==> config.mk <==
export PLATFORM = sky130hd
export DESIGN_NAME = cpu_sequencer
export DESIGN_NICKNAME = d
export VERILOG_FILES = /design/src/rtl/cpu_sequencer.sv
export SDC_FILE = /design/constraint.sdc
export NUM_CORES = 1
export LEC_CHECK = 0
export ABC_AREA = 1
export CORE_ASPECT_RATIO = 0.6
export CORE_MARGIN = 2
export CORE_UTILIZATION = 42
export CTS_BUF_LIST = sky130_fd_sc_hd__clkbuf_4
export DETAILED_ROUTE_END_ITERATION = 10
export PLACE_DENSITY = 0.79
export SLEW_MARGIN = 30
export SYNTH_ARGS = -nofsm -noshare
export SYNTH_HDL_FRONTEND = slang
export SYNTH_SLANG_ARGS = --single-unit
export TNS_END_PERCENT = 30
==> constraint.sdc <==
create_clock -name clk -period 1.5 [get_ports clk]
set_clock_uncertainty 0.15 [all_clocks]
set_input_delay 0.3 -clock clk [delete_from_list [all_inputs] [get_ports clk]]
set_output_delay 0.3 -clock clk [all_outputs]
set_load 0.005 [all_outputs]
==> src/rtl/cpu_sequencer.sv <==
// Multi-cycle fetch/dispatch/execute sequencer with MIPS delay-slot PC handling.
// Optional retired-instruction counter enabled by defining SEQ_INSTRET_CNT_EN.
module cpu_sequencer #(
    parameter logic [31:0] RESET_PC = 32'hbfc0_0000
) (
    input  logic        clk,
    input  logic        resetn,
    output logic        ireq_valid,
    output logic [31:0] ireq_addr,
    input  logic        iresp_addr_ok,
    input  logic        iresp_data_ok,
    input  logic [31:0] iresp_data,
    output logic [31:0] instr,
    output logic        instr_valid,
    output logic [31:0] pc,
    input  logic        exec_done,
    input  logic        exec_branch,
    input  logic [31:0] exec_target,
    input  logic        exec_unknown,
    output logic        halted,
    output logic [1:0]  halt_cause,
    output logic [31:0] instret_cnt
);

    typedef enum logic [2:0] {
        FETCH,
        WAIT_DATA,
        DISPATCH,
        EXECUTE,
        HALT
    } state_t;

    localparam logic [1:0] CAUSE_NONE      = 2'd0;
    localparam logic [1:0] CAUSE_UNKNOWN   = 2'd1;
    localparam logic [1:0] CAUSE_MISALIGN  = 2'd2;

    state_t      state;
    logic        pend_valid;
    logic [31:0] pend_target;
    logic [31:0] next_pc;
    logic        retire;

    // A taken branch redirects only after its delay slot has executed.
    assign next_pc = pend_valid ? pend_target : pc + 32'd4;
    assign retire  = (state == EXECUTE) && exec_done && !exec_unknown;

    assign ireq_valid  = (state == FETCH);
    assign ireq_addr   = pc;
    assign instr_valid = (state == DISPATCH);
    assign halted      = (state == HALT);

    // NOTE: sequential state uses non-blocking assignments so every register
    // samples pre-edge values regardless of statement order.
    always_ff @(posedge clk or negedge resetn) begin
        if (!resetn) begin
            state       <= FETCH;
            pc          <= RESET_PC;
            instr       <= '0;
            pend_valid  <= 1'b0;
            pend_target <= '0;
            halt_cause  <= CAUSE_NONE;
        end else begin
            case (state)
                FETCH: begin
                    if (iresp_addr_ok) begin
                        if (iresp_data_ok) begin
                            instr <= iresp_data;
                            state <= DISPATCH;
                        end else begin
                            state <= WAIT_DATA;
                        end
                    end
                end
                WAIT_DATA: begin
                    if (iresp_data_ok) begin
                        instr <= iresp_data;
                        state <= DISPATCH;
                    end
                end
                DISPATCH: state <= EXECUTE;
                EXECUTE: begin
                    if (exec_done) begin
                        if (exec_unknown) begin
                            halt_cause <= CAUSE_UNKNOWN;
                            state      <= HALT;
                        end else begin
                            pend_valid <= exec_branch;
                            if (exec_branch) begin
                                pend_target <= exec_target;
                            end
                            pc <= next_pc;
                            if (next_pc[1:0] != 2'b00) begin
                                halt_cause <= CAUSE_MISALIGN;
                                state      <= HALT;
                            end else begin
                                state <= FETCH;
                            end
                        end
                    end
                end
                HALT:    state <= HALT;
                default: state <= HALT;
            endcase
        end
    end

`ifdef SEQ_INSTRET_CNT_EN
    logic [31:0] instret_q;

    always_ff @(posedge clk or negedge resetn) begin
        if (!resetn) begin
            instret_q <= '0;
        end else if (retire) begin
            instret_q <= instret_q + 32'd1;
        end
    end

    assign instret_cnt = instret_q;
`else
    logic unused_retire;
    assign unused_retire = retire;
    assign instret_cnt   = 32'h0;
`endif

endmodule
==> results_dict.tcl, run 1 <==
set metrics [dict create \
    status "finished with violations" \
    violations "setup timing" \
    grt-busiest-layer "met2" \
    p_per_area_mw_per_mm2 498.6 \
    gr-usage-met3 0.06089 \
    synthToLayoutAreaGrowth_pct 63.33 \
    core_mm2 0.01301 \
    synth_area_leaders "dfrtp_1 (41%), nand2_1 (15%), buf_4 (8.6%)" \
    fin_crit_sh 1.283 \
    dp_hpwl_um 11820 \
    drive_above_1_share 0.3813 \
    insertion_delay_ns 0.48 \
    drt_iter0_markers 399 \
    crit_fanout 4 \
    die_width_um 154.2 \
    yosysTopAreaCellShare 0.4094 \
    grtUsageMet2 0.3756 \
    fin_crit_ns 1.925 \
    cp.arrival_ns 1.48 \
    setup-tns-final_ns -35.28 \
    cts_buffers 9 \
    rsz0062_at_grt "true" \
    synth.largest_area_cell "dfrtp_1" \
    synth_cells 773 \
    ys_types 32 \
    track_usage 0.2402 \
    setup_viol 170 \
    synth-seq-cells 102 \
    vias 6105 \
    io_pins 204 \
    grt_pass1_vias 5614 \
    cts-root-buf "clkbuf_4" \
    clk_pin_slew_ns 0.20 \
    cp-end-kind "output port" \
    power.leakage_nw 4.772 \
    vias_per_cell 4.892 \
    drc_errors 0 \
    fmax_mhz 519.4 \
    dieArea_mm2 0.01451 \
    drv_slew 0 \
    avgSynthCellArea_um2 7.353 \
    grt-ovfl-total 0 \
    first_pass_iters 5 \
    dpl_worst_slack_ns -0.3484 \
    slowest_delay_ns 0.50 \
    yosysSeqAreaShare 0.4510 \
    crit_slowest_cell "dfrtp_2" \
    hold_path.class "in -> async" \
    path_cells "buf_4, nor3_4, buf_2" \
    yosys_warnings 0 \
    cts_htree_levels 3 \
    grt_max_degree 51 \
    initial_core_util 0.4368 \
    antenna_found_initial 0 \
    start_kind "register" \
    dpl.cell_count 1126 \
    fin_cells 1248 \
    clk_path_buf_depth 2 \
    ir_drop_uv 375.6 \
    place.gp.congestion 0.9491 \
    maxCapViolations 0 \
    grt_pass1_wl_um 27490 \
    routedWlPerCell_um 15.86 \
    diodes 0 \
    report.final.hold_viol_count 0 \
    path_buf_inv 2 \
    cp.required_ns 1.05 \
    die_h_um 94.11 \
    finalNetCount 1145 \
    fin_ws_ns -0.4251 \
    syn_area_mm2 0.005684 \
    crit_family "flip-flops" \
    port_buffers 171 \
    wl_um 19790 \
    ant_nets 0 \
    setup.worst_path.class "reg -> out" \
    finish.utilization 0.7135 \
    cts_tree "done" \
    clkSinkCount 102 \
    use_met1 0.3354 \
    rows 32 \
]
==> sequential cells by signal (all words and copies together) (netlist names) <==
| name | cells |
|---|---|
| pend_valid | 1 |
| halt_cause | 2 |
| pend_target | 32 |
| ireq_addr | 32 |
| instr | 32 |
| state | 3 |
==> report_power, final <==
group          total, mW  switching, mW  leakage, nW  internal [mW]
logic              0.315          0.133         3.45          0.182
registers           2.75              0         1.24           2.75
clock network       1.56           1.14       0.0821          0.417
==> synth_stat cells <==
| cell type | n |
|---|---|
| nand3b_1 | 4 |
| o21ai_1 | 2 |
| a21oi_1 | 44 |
| dfstp_2 | 9 |
| inv_1 | 95 |
| buf_1 | 2 |
| nand4_1 | 1 |
| nand3_1 | 49 |
| xor2_1 | 1 |
| nor3_1 | 2 |
| inv_2 | 2 |
| nor2_2 | 4 |
| o22ai_1 | 1 |
| buf_4 | 65 |
| nand2_4 | 2 |
| nand2_1 | 221 |
| inv_6 | 1 |
| and2_1 | 3 |
| clkbuf_1 | 7 |
| nor2_1 | 72 |
| dfrtp_1 | 93 |
| a31oi_1 | 4 |
| o21ai_0 | 63 |
| nand3_2 | 1 |
| nand2_2 | 2 |
| ha_1 | 1 |
| buf_6 | 4 |
| o211ai_1 | 1 |
| nor2_4 | 2 |
| conb_1 | 1 |
| buf_2 | 13 |
| clkinv_1 | 1 |
==> layer usage <==
metal	up-vias	wire length, um	share of wire
li1	2908	-	-
met1	2893	8612	0.44
met2	271	9318	0.47
met3	33	1574	0.080
met4	0	284	0.014
met5	-	0	0
==> area by class of cell <==
cell class / count / area (um2)
Fill cell: 979 / 3729
Timing Repair Buffer: 349 / 3266
Multi-Input combinational cell: 512 / 2693
Sequential cell: 102 / 2575
Inverter: 99 / 379.1
Tap cell: 170 / 212.7
Clock inverter: 7 / 91.34
Clock buffer: 9 / 67.56
==> cell usage in the layout (no fill, tap or decap), types with 2 or more instances in the layout <==
master,netlist,final
nand2_1,221,195
nand3_2,1,3
clkinv_8,0,3
o21ai_1,2,12
nand3_4,0,2
clkinv_4,0,2
clkbuf_16,0,3
buf_6,4,110
o21ai_0,63,42
a31oi_1,4,4
nand3_1,49,45
buf_4,65,92
conb_1,1,32
nor2_2,4,14
nand2_2,2,12
dfrtp_2,0,9
inv_2,2,6
clkbuf_4,0,9
a21oi_2,0,4
nand3b_1,4,4
nor2_1,72,40
a21oi_1,44,40
dfstp_2,9,9
clkbuf_2,0,27
buf_2,13,34
clkdlybuf4s50_1,0,69
nor2_4,2,24
dfrtp_1,93,84
nand2_4,2,17
buf_12,0,12
and2_1,3,3
inv_1,95,91
o21ai_2,0,11
==> cells by family after synthesis <==
family / after synthesis / synth area share
AND/OR/NAND/NOR: 363 / 0.2644
buffers and inverters: 190 / 0.1774
AO/OA/AOI/OAI: 115 / 0.1028
flip-flops: 102 / 0.4510
XOR/XNOR: 1 / 0.001541
adder cells (fa/ha/maj): 1 / 0.002201
other: 1 / 0.0006597
==> metrics by stage <==
step,hold slack [ns],instance area [um2],total power [mW]
floorplan,-0.1456,5826,2.904
global placement,0.01200,7756,3.105
detailed placement,0.01335,7756,3.107
CTS,0.02317,8632,4.646
global route,0.02585,9284,4.783
finish,0.02895,9284,4.629
==> path summary, 6_finish.rpt <==
| path | start | endpoint | slack [ns] | cells past startpoint |
|---|---|---|---|---|
| setup reg to reg | state[0] | state[1] | -0.38 | 10 |
| min in group clk | iresp_data[31] | instr[31] | 0.18 | 3 |
| hold reg to reg | pend_target[3] | pend_target[3] | 0.35 | 2 |
| max in group asynchronous | resetn | ireq_addr[27] | 0.60 | 3 |
| hold / removal | resetn | pend_target[24] | 0.03 | 2 |
| setup / recovery | state[0] | ireq_valid | -0.43 | 3 |
==> timing repair <==
action | in CTS | in global routing
hold buffers | 1 | 0
pin swaps | 10 | 35
gates cloned | 0 | 6
endpoints found under the setup margin | 191 | 201
setup buffers | 74 | 33
resized for setup | 473 | 166
hold endpoints to repair | 95 | 0
Power figures use the tool's default switching activity.
==> run 2: changes to the inputs <==
--- a/config.mk
+++ b/config.mk
@@ -5,12 +5,13 @@
 export SDC_FILE = /design/constraint.sdc
 export NUM_CORES = 1
 export LEC_CHECK = 0
-export ABC_AREA = 1
+export ABC_AREA = 0
 export CORE_ASPECT_RATIO = 0.6
 export CORE_MARGIN = 2
-export CORE_UTILIZATION = 42
+export CORE_UTILIZATION = 41
 export CTS_BUF_LIST = sky130_fd_sc_hd__clkbuf_4
 export DETAILED_ROUTE_END_ITERATION = 10
+export MAX_ROUTING_LAYER = met4
 export PLACE_DENSITY = 0.79
 export SLEW_MARGIN = 30
 export SYNTH_ARGS = -nofsm -noshare
==> run 2 against run 1 <==
Against the previous run: first-iteration DRC count decreased by 10%; highest routed layer unchanged; worst hold slack improved by 0.17 ns; sequential power increased by 61%; synthesized area decreased by 9.3%; final cell count decreased by 25%; flip-flop and latch count unchanged; the flow still finishes with violations (setup timing); synthesized cell count decreased by 40%; sequential share of layout area increased by 1.0 points; via count decreased by 16%; global-route usage increased by 1.3 points.
==> results_dict.tcl, run 2 <==
set metrics [dict create \
    status "finished with violations" \
    violations "setup timing" \
    vias_per_cell 5.494 \
    slowest_delay_ns 0.41 \
    cts_tree "done" \
    clk_pin_slew_ns 0.16 \
    ir_drop_uv 727.5 \
    synth_most_common_cell "dfrtp_1" \
    io_pins 204 \
    m1WireLength_um 7447 \
    drt_iter0_markers 358 \
    clkSinkCount 102 \
    setup.worst_path.class "reg -> reg" \
    crit_cells 7 \
    fin_ws_ns -0.5259 \
    rsz0062_at_grt "true" \
    drive_above_1_share 0.5371 \
    layout_commonest_cell "buf_6" \
    synth_cells 462 \
    fin_crit_sh 1.351 \
    ant_nets 0 \
    grt-ovfl-total 0 \
    routedWlPerCell_um 20.92 \
    cts_htree_levels 3 \
    vias 5131 \
    timing.rr.start "ireq_addr[9]" \
    insertion_delay_ns 0.47 \
    crit_slowest_cell "dfrtp_1" \
    fin_crit_ns 2.026 \
    cp-end-kind "register" \
    synthToLayoutAreaGrowth_pct 73.12 \
    grt_pass1_wl_um 26010 \
    start_kind "register" \
    clk_path_buf_depth 2 \
    synth-seq-cells 102 \
    synth.largest_area_cell "dfrtp_1" \
    port_buffers 171 \
    synth_edf_count 0 \
    diodes 0 \
    setup_viol 160 \
    maxCapViolations 0 \
    rows 31 \
    power.leakage_nw 4.227 \
    avgSynthCellArea_um2 11.16 \
    crit_end "ireq_addr[16]" \
    ff2ff_path_depth 7 \
    top_layer_used "met4" \
    place.gp.congestion 0.8776 \
    multi_input_area_mm2 0.002669 \
    wl_met2_um 9833 \
    fmax_mhz 493.6 \
    ys.flop_type "dfrtp_1" \
    report.final.hold_viol_count 0 \
    cp.required_ns 1.70 \
    synthArstFlopShare 1.000 \
    cts-root-buf "clkbuf_4" \
    grt_max_degree 55 \
    dieArea_mm2 0.01351 \
    route.met3.wl_um 1446 \
    die_width_um 148.7 \
    path_buf_inv 2 \
    cts_buffers 9 \
    report.power.total_mw 9.838 \
    antenna_found_initial 0 \
    crit_fanout 4 \
    initial_core_util 0.4232 \
    first_pass_iters 6 \
    crit_family "simple AND/OR/NAND/NOR gates" \
    reg2reg_to "ireq_addr[16]" \
    wl_um 19540 \
    yosysSeqAreaShare 0.4975 \
    yosys_warnings 0 \
    reg2reg_slack_ns -0.53 \
    yosysTopAreaCellShare 0.4516 \
    p_per_area_mw_per_mm2 1103 \
    mostFrequentLayoutCells "buf_6 (122), dfrtp_1 (91), buf_4 (87)" \
    synth_area_leaders "dfrtp_1 (45%), mux2_1 (13%), buf_4 (9.8%)" \
    dp_hpwl_um 10480 \
    track_usage 0.2530 \
    ys_types 49 \
    seq_area_mm2 0.002566 \
    drc_errors 0 \
    grt_pass1_vias 4904 \
    cp.arrival_ns 2.23 \
    drv_slew 0 \
    path_cells "buf_4, nand4_4, nor3_4, buf_6, and4_4, mux2i_1, a21oi_1" \
    die_h_um 90.85 \
    syn_area_mm2 0.005154 \
    core_mm2 0.01218 \
    hold_path.class "in -> async" \
    synth_common_cells "dfrtp_1 (93), buf_4 (67), mux2_1 (59), nand2_1 (27), nor2_1 (25)" \
    finalNetCount 836 \
    crit_start "ireq_addr[9]" \
    fillers 787 \
    setup-tns-final_ns -42.19 \
]
==> run 2: area by class of cell <==
cell class / count / share of cell area
Timing Repair Buffer: 346 / 0.3730
Multi-Input combinational cell: 300 / 0.2991
Sequential cell: 102 / 0.2876
Tap cell: 165 / 0.02314
Clock buffer: 11 / 0.009255
Clock inverter: 5 / 0.005750
Inverter: 5 / 0.002103
==> run 2: power breakdown <==
part	total (mW)	switching [mW]	internal (mW)	leakage (nW)
registers	4.44	0.725	3.72	1.26
logic	3.92	1.60	2.31	2.89
clock network	1.48	0.941	0.537	0.0743
==> run 2: worst min-delay path by stage <==
stage | start | endpoint | slack [ns] | cells past startpoint
final | resetn | pend_target[25] | 0.20 | 3
after global placement | resetn | pend_target[27] | 0.16 | 2
after CTS | resetn | pend_target[28] | 0.20 | 3
after global routing | resetn | pend_target[25] | 0.19 | 3
after floorplan | resetn | halt_cause[0] | -0.15 | 0
after detailed placement | resetn | pend_target[28] | 0.17 | 2
==> run 2: metal layers <==
| layer | vias to the layer above | track usage |
|---|---|---|
| li1 | 2177 | - |
| met1 | 2566 | 0.3062 |
| met2 | 317 | 0.4252 |
| met3 | 71 | 0.05707 |
| met4 | 0 | 0.07619 |
| met5 | - | - |
==> run 2: metrics by stage <==
| step | area (um2) | instances | worst slack [ns] | hold slack (ns) | util |
|---|---|---|---|---|---|
| final | 8922 | 934 | -0.5259 | 0.1953 | 0.7326 |
| after global routing | 8922 | 934 | -0.5750 | 0.1894 | 0.7326 |
| after CTS | 8237 | 908 | -0.3741 | 0.2037 | 0.6763 |
| after detailed placement | 7283 | 819 | -0.6669 | 0.1681 | 0.5980 |
| after global placement | 7283 | 819 | -0.6071 | 0.1635 | 0.5980 |
| after floorplan | 5336 | 493 | -0.3438 | -0.1456 | - |
==> run 2: tightest hold or removal path, cell delays in order <==
cell,delay [ns]
dlygate4sd3_1,0.53
buf_4,0.14
buf_12,0.24
==> run 2: kinds of logic after synthesis <==
logic type      count (synthesis)  synth area share
mux                            77            0.1651
simple gates                  111            0.1178
fa+ha+maj                       1          0.002427
flops                         102            0.4975
buf+inv                        91            0.1190
compound gates                 79           0.09760
other cells                     1         0.0007276
==> run 2: what timing repair did <==
item                       4_1_cts  5_1_grt
cloned                           0        5
setup endpoints to repair      198      199
gates resized for setup        461      158
pin swaps                       28       48
hold buffers                     1        0
setup buffers                   72       21
hold endpoints to repair       102        0
==> run 3: changes to the inputs <==
--- a/config.mk
+++ b/config.mk
@@ -6,13 +6,15 @@
 export NUM_CORES = 1
 export LEC_CHECK = 0
 export ABC_AREA = 0
+export CELL_PAD_IN_SITES_DETAIL_PLACEMENT = 1
+export CELL_PAD_IN_SITES_GLOBAL_PLACEMENT = 1
 export CORE_ASPECT_RATIO = 0.6
 export CORE_MARGIN = 2
-export CORE_UTILIZATION = 41
+export CORE_UTILIZATION = 31
 export CTS_BUF_LIST = sky130_fd_sc_hd__clkbuf_4
 export DETAILED_ROUTE_END_ITERATION = 10
 export MAX_ROUTING_LAYER = met4
-export PLACE_DENSITY = 0.79
+export PLACE_DENSITY_LB_ADDON = 0.1
 export SLEW_MARGIN = 30
 export SYNTH_ARGS = -nofsm -noshare
 export SYNTH_HDL_FRONTEND = slang
==> run 3 against run 2 <==
Against the previous run: setup slack worse by 0.015 ns; largest power group is now combinational cells; worst hold slack worse by 0.039 ns; utilization is 17 points lower; sequential share of layout area is 0.75 points lower; combinational power is 14% higher; critical path type unchanged; the run still ends with setup timing left; flip-flop and latch count stayed put; final cell count is 8.0% higher; non-clock buffer count is 12 higher; global-route usage is 5.3 points lower; design area is 2.7% higher; power is 7.1% higher; critical endpoint is now ireq_addr[31].
==> results_dict.tcl, run 3 (synthesized netlist as in run 2, its figures left out) <==
set metrics [dict create \
    crit_slowest_cell "dfrtp_2" \
    dpl.cell_count 886 \
    fin_crit_ns 2.041 \
    setup-tns-final_ns -53.06 \
    switching_share 0.3334 \
    fin_ws_ns -0.5406 \
    place.gp.congestion 0.8104 \
    grt_pass1_wl_um 26720 \
    p_per_area_mw_per_mm2 1149 \
    cp-end-kind "register" \
    first_pass_iters 5 \
    fin_crit_sh 1.360 \
    vias_per_cell 4.876 \
    wl_um 20580 \
    cp.required_ns 1.79 \
    crit_family "simple AND/OR/NAND/NOR gates" \
    ant_nets 0 \
    setup.worst_path.class "reg -> reg" \
    routedWlPerCell_um 20.40 \
    rows 36 \
    p_sw_mw 3.511 \
    mostFrequentLayoutCells "buf_6 (116), buf_4 (95), dfrtp_1 (90)" \
    status "finished with violations" \
    fin_cells 1009 \
    hold_path.class "in -> async" \
    port_buffers 171 \
    crit_fanout 6 \
    grt_max_degree 63 \
    cts_htree_levels 3 \
    maxCapViolations 0 \
    io_pins 204 \
    dp_hpwl_um 11330 \
    drt_iter0_markers 197 \
    slowest_delay_ns 0.46 \
    power.leakage_nw 4.377 \
    clk_pin_slew_ns 0.18 \
    violations "setup timing" \
    combPwrFrac 0.425 \
    path_buf_inv 2 \
    setup_viol 166 \
    crit_cells 7 \
    dieArea_mm2 0.01771 \
    p_int_mw 7.020 \
    vias 4920 \
    placed_area_mm2 0.007422 \
    layout_commonest_cell "buf_6" \
    clk_path_buf_depth 2 \
    cts_tree "done" \
    cts_buffers 9 \
    report.final.hold_viol_count 0 \
    drv_slew 0 \
    die_h_um 103.9 \
    grt_pass1_vias 4853 \
    design_area_mm2 0.009165 \
    fillers 1716 \
    synthToLayoutAreaGrowth_pct 77.83 \
    p_clk_frac 0.156 \
    diodes 0 \
    rsz0062_at_grt "true" \
    ir_drop_uv 604.2 \
    antenna_found_initial 0 \
    cts-root-buf "clkbuf_4" \
    seq_power_share 0.419 \
    clkSinkCount 102 \
    core_mm2 0.01626 \
    path_cells "buf_6, nand4_1, nor3_2, buf_6, nand4_1, mux2i_1, nand3_1" \
    finalNetCount 848 \
    grt-ovfl-total 0 \
    cp.arrival_ns 2.33 \
    ff2ff_path_depth 7 \
    insertion_delay_ns 0.49 \
    die_width_um 170.5 \
    initial_core_util 0.3169 \
    drive_above_1_share 0.5647 \
    fmax_mhz 490.0 \
    start_kind "register" \
    drc_errors 0 \
    track_usage 0.2004 \
    whs_ns 0.1566 \
]
## run 3: cell type report
cell class	count	area, um2	share of cell area
Clock buffer	9	67.56	0.007372
Clock inverter	7	88.84	0.009693
Inverter	5	21.27	0.002321
Multi-Input combinational cell	300	2699	0.2945
Sequential cell	102	2567	0.2801
Tap cell	228	285.3	0.03113
Timing Repair Buffer	358	3436	0.3749
## run 3: stage by stage
step                      setup slack (ns)  total power [mW]    util
after floorplan                    -0.3438             5.826       -
after global placement             -0.6629             7.798  0.4564
after detailed placement           -0.6781             7.937  0.4564
after CTS                          -0.4499             9.612  0.5117
after global routing               -0.6426             11.13  0.5636
final                              -0.5406             10.53  0.5636
## run 3: final timing paths
kind | start | slack (ns) | endpoint
worst max-delay path | ireq_addr[3] | -0.54 | ireq_addr[31]
worst min-delay path | resetn | 0.16 | instr[10]
worst max register to register | ireq_addr[3] | -0.54 | ireq_addr[31]
worst min register to register | instr[18] | 0.36 | instr[18]
max in group asynchronous | resetn | 0.67 | ireq_addr[31]
min in group clk | iresp_data[13] | 0.23 | instr[13]
## run 3: power by group through the flow
| stage | sequential (mW) | combinational, mW | clock, mW |
|---|---|---|---|
| floorplan | 4.31 | 1.51 | 0 |
| global placement | 4.31 | 3.48 | 0 |
| detailed placement | 4.35 | 3.58 | 0 |
| CTS | 4.32 | 3.61 | 1.69 |
| global route | 4.54 | 4.78 | 1.81 |
| finish | 4.42 | 4.47 | 1.64 |
## run 3: worst min-delay path, delay by kind of cell
kind | cells | cell delay, ns
buf+inv | 3 | 0.91
## run 3: routing by layer
| metal | track usage | routed length [um] | vias to the layer above |
|---|---|---|---|
| li1 | - | - | 2198 |
| met1 | 0.2647 | 9497 | 2562 |
| met2 | 0.3206 | 9902 | 144 |
| met3 | 0.04072 | 1020 | 16 |
| met4 | 0.04212 | 163 | 0 |
| met5 | - | 0 | - |
## run 3: repair_timing
item                                   in CTS  in global routing
pin swaps                                  22                 42
hold buffers                                1                  0
setup buffers                              61                 41
endpoints found under the hold margin     102                  0
setup endpoints to repair                 198                201
cloned                                      0                 12
resized for setup                         450                166
